`src/rtl/draw_board_control_if.sv`:
```
// Board-draw control bundle: frame handshake, board memory read port and datapath controls.
interface draw_board_control_if;
  logic       start;
  logic [5:0] board_data;
  logic [5:0] board_addr;
  logic       write;
  logic       update_x_y;
  logic [5:0] draw_value;
  logic       busy;
  logic       done;

  // Control block side.
  modport master (
    input  start,
    input  board_data,
    output board_addr,
    output write,
    output update_x_y,
    output draw_value,
    output busy,
    output done
  );

  // Environment side: requester, board memory and datapath.
  modport slave (
    output start,
    output board_data,
    input  board_addr,
    input  write,
    input  update_x_y,
    input  draw_value,
    input  busy,
    input  done
  );
endinterface

```
`src/rtl/draw_board_control.sv`:
```
// Frame sequencer for the board-drawing datapath: optional background fill, 64 squares, turn mark.
// Define DRAW_BOARD_BG_EN to include the full-screen background phase.
module draw_board_control (
  input  logic                 clk,
  input  logic                 resetn,
  draw_board_control_if.master bus
);

`ifdef DRAW_BOARD_BG_EN
  localparam int unsigned PixW = 15;
  localparam logic [PixW-1:0] PixBgLast = PixW'(32767);
`else
  localparam int unsigned PixW = 8;
`endif
  localparam logic [PixW-1:0] PixSqLast = PixW'(255);
  localparam logic [5:0]      DvBg      = 6'b011000;
  localparam logic [5:0]      DvTurn    = 6'b011100;

  typedef enum logic [2:0] {
    StIdle,
`ifdef DRAW_BOARD_BG_EN
    StBg,
`endif
    StFetch,
    StLatch,
    StCell,
    StNext,
    StTurn,
    StDone
  } state_e;

  state_e          state_q, state_d;
  logic [5:0]      cell_q, cell_d;
  logic [PixW-1:0] pix_q, pix_d;
  logic [5:0]      addr_q, addr_d;
  logic [5:0]      dv_q, dv_d;
  logic            write_q, write_d;
  logic            upd_q, upd_d;
  logic            busy_q, busy_d;
  logic            done_q, done_d;

  always_comb begin
    state_d = state_q;
    cell_d  = cell_q;
    pix_d   = pix_q;
    unique case (state_q)
      StIdle: begin
        cell_d = '0;
        pix_d  = '0;
        if (bus.start) begin
`ifdef DRAW_BOARD_BG_EN
          state_d = StBg;
`else
          state_d = StFetch;
`endif
        end
      end
`ifdef DRAW_BOARD_BG_EN
      StBg: begin
        if (pix_q == PixBgLast) begin
          pix_d   = '0;
          state_d = StFetch;
        end else begin
          pix_d = pix_q + 1'b1;
        end
      end
`endif
      StFetch: state_d = StLatch;
      StLatch: begin
        pix_d   = '0;
        state_d = StCell;
      end
      StCell: begin
        if (pix_q == PixSqLast) begin
          pix_d   = '0;
          state_d = StNext;
        end else begin
          pix_d = pix_q + 1'b1;
        end
      end
      StNext: begin
        // No increment past square 63; the wrap happens only via the idle clear.
        if (cell_q == 6'd63) begin
          pix_d   = '0;
          state_d = StTurn;
        end else begin
          cell_d  = cell_q + 1'b1;
          state_d = StFetch;
        end
      end
      StTurn: begin
        if (pix_q == PixSqLast) begin
          pix_d   = '0;
          state_d = StDone;
        end else begin
          pix_d = pix_q + 1'b1;
        end
      end
      StDone: begin
        cell_d  = '0;
        pix_d   = '0;
        state_d = StIdle;
      end
      default: state_d = StIdle;
    endcase
  end

  // Outputs are decoded from the next state so the registered copies line up with state_q.
  always_comb begin
    write_d = (state_d == StCell) || (state_d == StTurn);
`ifdef DRAW_BOARD_BG_EN
    write_d = write_d || (state_d == StBg);
`endif
    upd_d  = (state_d == StNext);
    busy_d = (state_d != StIdle);
    done_d = (state_d == StDone);
    addr_d = (state_d == StFetch) ? cell_d : addr_q;
    dv_d   = dv_q;
    if (state_q == StLatch) begin
      dv_d = bus.board_data;
    end
`ifdef DRAW_BOARD_BG_EN
    if (state_d == StBg) begin
      dv_d = DvBg;
    end
`endif
    if (state_d == StTurn) begin
      dv_d = DvTurn;
    end
  end

  always_ff @(posedge clk or negedge resetn) begin
    if (!resetn) begin
      state_q <= StIdle;
      cell_q  <= '0;
      pix_q   <= '0;
      addr_q  <= '0;
      dv_q    <= '0;
      write_q <= 1'b0;
      upd_q   <= 1'b0;
      busy_q  <= 1'b0;
      done_q  <= 1'b0;
    end else begin
      state_q <= state_d;
      cell_q  <= cell_d;
      pix_q   <= pix_d;
      addr_q  <= addr_d;
      dv_q    <= dv_d;
      write_q <= write_d;
      upd_q   <= upd_d;
      busy_q  <= busy_d;
      done_q  <= done_d;
    end
  end

  assign bus.board_addr = addr_q;
  assign bus.draw_value = dv_q;
  assign bus.write      = write_q;
  assign bus.update_x_y = upd_q;
  assign bus.busy       = busy_q;
  assign bus.done       = done_q;

endmodule

```
`src/flat_wrapper.sv`:
```
// flat-port wrapper written by rule: the top's interface ports become plain ports
module draw_board_control_flat 
  (clk, resetn, bus_start, bus_board_data, bus_board_addr, bus_write, bus_update_x_y, bus_draw_value, bus_busy, bus_done);
  draw_board_control_if bus_i ();
  input  logic clk;
  input  logic resetn;
  input wire logic [$bits(bus_i.start)-1:0] bus_start;
  input wire logic [$bits(bus_i.board_data)-1:0] bus_board_data;
  output wire logic [$bits(bus_i.board_addr)-1:0] bus_board_addr;
  output wire logic [$bits(bus_i.write)-1:0] bus_write;
  output wire logic [$bits(bus_i.update_x_y)-1:0] bus_update_x_y;
  output wire logic [$bits(bus_i.draw_value)-1:0] bus_draw_value;
  output wire logic [$bits(bus_i.busy)-1:0] bus_busy;
  output wire logic [$bits(bus_i.done)-1:0] bus_done;
  assign bus_i.start = bus_start;
  assign bus_i.board_data = bus_board_data;
  assign bus_board_addr = bus_i.board_addr;
  assign bus_write = bus_i.write;
  assign bus_update_x_y = bus_i.update_x_y;
  assign bus_draw_value = bus_i.draw_value;
  assign bus_busy = bus_i.busy;
  assign bus_done = bus_i.done;
  draw_board_control u_core (.clk(clk), .resetn(resetn), .bus(bus_i));
endmodule
```
`config.mk`:
```
export PLATFORM = sky130hd
export DESIGN_NAME = draw_board_control_flat
export DESIGN_NICKNAME = d
export VERILOG_FILES = /design/src/rtl/draw_board_control_if.sv /design/src/rtl/draw_board_control.sv /design/src/flat_wrapper.sv
export SDC_FILE = /design/constraint.sdc
export NUM_CORES = 1
export LEC_CHECK = 0
export BUFFER_PORTS_ARGS = -buffer_cell sky130_fd_sc_hd__buf_2
export CORE_ASPECT_RATIO = 1.4
export CORE_MARGIN = 1.5
export CORE_UTILIZATION = 40
export CTS_CLUSTER_DIAMETER = 150
export DETAILED_ROUTE_END_ITERATION = 12
export SYNTH_ARGS = -nofsm -noshare
export SYNTH_HDL_FRONTEND = slang
export SYNTH_SLANG_ARGS = --single-unit
```
`constraint.sdc`:
```
create_clock -name clk -period 4.25 [get_ports clk]
set_clock_uncertainty 0.1 [all_clocks]
set_input_delay 0.6375 -clock clk [delete_from_list [all_inputs] [get_ports clk]]
set_output_delay 0.6375 -clock clk [all_outputs]
set_load 0.02 [all_outputs]
```
==> qor.yml <==
startpoint_type: "flip-flop"
slew_violations: 0
synth_top_area_frac: 0.509
r2r-end: "u_core.bus.board_addr[4]$_DFFE_PN0N_"
worstSetupPathType: "flip-flop to flip-flop"
drt_iter0_drc: 47
die_w_microns: 56.8
drc: 0
synth_area_leader_cell: "dfrtp_1"
post_cts_buffers: 0
n_antenna_cell: 0
root_buffer: "clkbuf_8"
nets: 193
post-synth-top-count-cell: "dfrtp_1"
wirelength_mm: 3.49
tightestPinTransition_ps: 731
min_path_type: "input pin to asynchronous set/reset pin"
clk_pin_slew_ps: 70
ys_seq_area_frac: 0.509
fillers: 387
tritoncts: "built"
globalRouteOverflowTotal: 0
cts_max_path_buffers: 2
post_cts_resized: 0
dp_hpwl_mm: 2.53
drive_gt1_frac: 0.230
slew_headroom: 0.513
cts_buffers: 5
ys.warnings.count: 0
num_rows: 27
setup_viol: 0
status: "finished, final reports clean"
grt_usage: 0.177
r2r_start: "u_core.cell_q[0]$_DFF_PN0_"
cts_max_level: 2
wl_per_cell_microns: 15.4
fin_tns_setup_ps: 0
synth_top_family_by_area: "compound AO/OA/AOI/OAI gates"
ios: 25
firstDrtPassIters: 5
insertion_delay_ps: 290
antenna_found_initial: 0
synth_nets: 167
fin_area_sq_um: 1850
yosys.area_share.simple: 0.184
vias: 1306
die-area_sq_um: 4450
whs_ps: 302
final_core_util: 0.472
power.density_nw_per_um2: 307
synth.ff_latch_count: 33
synth.distinct_cells: 41
first_global_vias: 1368
ant_nets: 0
synthXorXnorAreaFrac: 0.0162
max_cap_viol_count: 0
initial_core_util: 0.414
synth-edff-count: 0
worstPathRequired_ps: 4320
fmax_mhz: 469
place_area_sq_um: 1770
hold_buffers: 0
grt_max_degree: 34
ff2ff_path_depth: 5
grt_pass1_wl_mm: 6.15
min_period_ps: 2130
synth_fa_ha_area_frac: 0.0154
vias_per_cell: 5.78
synth_compound_area_frac: 0.216
synth_area_sq_um: 1620
path_cells: "ha_1 -> and3_4 -> and2_4 -> a2111oi_4 -> mux2_1"
netlist_instances: 156
ir_drop_v: 0.000252
area_delta_synth_final_pct: 14.1
placed_cells: 218
cp-end-kind: "flip-flop"
synth_commonest_cells: "dfrtp_1 (33), o21ai_0 (17), nand2_1 (14)"
slowest_delay_ps: 450
coreArea_sq_um: 3920
crit_slowest_cell: "a2111oi_4"
hold_viol_final: 0
rrSetupSlack_ps: 2120
fin_crit_sh: 0.502
synth_ff_type: "dfrtp_1"
gp_congestion: 0.894
fin_cells: 226
netlist_top_cells_area: "dfrtp_1 (51%), o21ai_0 (5.2%), nand2_1 (3.2%)"
cellLeakagePower_nw: 0.837
rsz0062_at_grt: "false"
die_y_microns: 78.3
cts.sinks: 33
synthArstFlopShare: 1.00
numPortBuffers: 24
cp_max_fo: 7
cp.arrival_ps: 2200
syn_avg_cell_area_sq_um: 10.4
synth_mux_area_frac: 0.0347
==> cell families (layout without fill, tap and decap cells) <==
logic type,Yosys count,after routing
and+or+nand+nor,55,55
AOI/OAI and AO/OA,50,50
adders and majority gates,2,2
DFF,33,33
xor gates and xnor gates,3,3
muxes,5,5
buffers and inverters,8,35
==> worst max-delay path: cells and delay by family, from the launching register on <==
family / cells / cell delay [ps]
AOI/OAI and AO/OA: 1 / 450
DFF: 1 / 440
and+or+nand+nor: 2 / 360
muxes: 1 / 360
adders and majority gates: 1 / 310
==> routing by layer <==
| metal | vias up | GRT usage | part of all wire |
|---|---|---|---|
| li1 | 627 | - | - |
| met1 | 640 | 0.201 | 0.43 |
| met2 | 33 | 0.314 | 0.51 |
| met3 | 6 | 0.0461 | 0.045 |
| met4 | 0 | 0.0628 | 0.018 |
| met5 | - | 0 | 0 |
==> flip-flops by register name, summed over array words and instances, names as in the netlist <==
name,count
u_core.bus.write,1
u_core.cell_q,6
u_core.bus.board_addr,6
u_core.bus.busy,1
u_core.pix_q,8
u_core.bus.done,1
u_core.bus.update_x_y,1
u_core.bus.draw_value,6
u_core.state_q,3
==> layout make-up <==
type	instances	area [sq um]	area share
Timing Repair Buffer	24	120	0.0649
Clock inverter	2	10.0	0.00541
Multi-Input combinational cell	115	757	0.409
Sequential cell	33	826	0.446
Tap cell	43	53.8	0.0291
Inverter	3	11.3	0.00609
Clock buffer	6	72.6	0.0392
==> how the worst max path moves through the flow <==
stage | slack (ps) | startpoint | depth (start not counted) | end
2_1_floorplan | 2270 | u_core.cell_q[0]$_DFF_PN0_ | 5 | u_core.bus.board_addr[3]$_DFFE_PN0N_
3_3_place_gp | 2210 | u_core.cell_q[0]$_DFF_PN0_ | 5 | u_core.bus.board_addr[4]$_DFFE_PN0N_
3_5_place_dp | 2120 | u_core.cell_q[0]$_DFF_PN0_ | 5 | u_core.bus.board_addr[4]$_DFFE_PN0N_
4_1_cts | 2110 | u_core.cell_q[0]$_DFF_PN0_ | 5 | u_core.bus.board_addr[4]$_DFFE_PN0N_
5_1_grt | 2010 | u_core.cell_q[0]$_DFF_PN0_ | 5 | u_core.bus.board_addr[3]$_DFFE_PN0N_
6_report | 2120 | u_core.cell_q[0]$_DFF_PN0_ | 5 | u_core.bus.board_addr[4]$_DFFE_PN0N_
==> cell usage in the layout, fill, tap and decap left out, types with 2 or more instances in the layout <==
cell type / Yosys / routed
or3_1: 3 / 3
and2_1: 4 / 4
nor2_1: 6 / 6
o21ai_0: 17 / 17
ha_1: 2 / 2
nand4_1: 3 / 3
clkinv_2: 0 / 2
o31ai_1: 2 / 2
mux2_1: 3 / 3
and3_1: 3 / 3
a21oi_1: 9 / 9
clkbuf_8: 0 / 5
a22o_1: 4 / 4
mux2_2: 2 / 2
a31oi_1: 4 / 4
inv_1: 3 / 3
nand2b_1: 3 / 3
o2bb2ai_1: 2 / 2
xor2_1: 3 / 3
nand3_1: 7 / 7
o211ai_1: 2 / 2
nand2_1: 14 / 14
nor3_1: 5 / 5
and2_4: 2 / 2
dfrtp_1: 33 / 33
buf_2: 1 / 24
==> stage by stage <==
| stage | total power [mW] | worst slack (ps) |
|---|---|---|
| after detailed placement | 0.345 | 2120 |
| after floorplan | 0.331 | 2270 |
| final | 0.567 | 2120 |
| after global routing | 0.589 | 2010 |
| after CTS | 0.572 | 2110 |
| after global placement | 0.344 | 2210 |
==> power breakdown <==
group	internal [mW]	leakage, nW	total [mW]	switching, mW
clock network	0.113	0.0450	0.229	0.116
registers	0.317	0.398	0.318	0.00126
logic	0.00632	0.394	0.0201	0.0138
total	0.437	0.837	0.567	0.131
(Power assumes the default switching activity.)
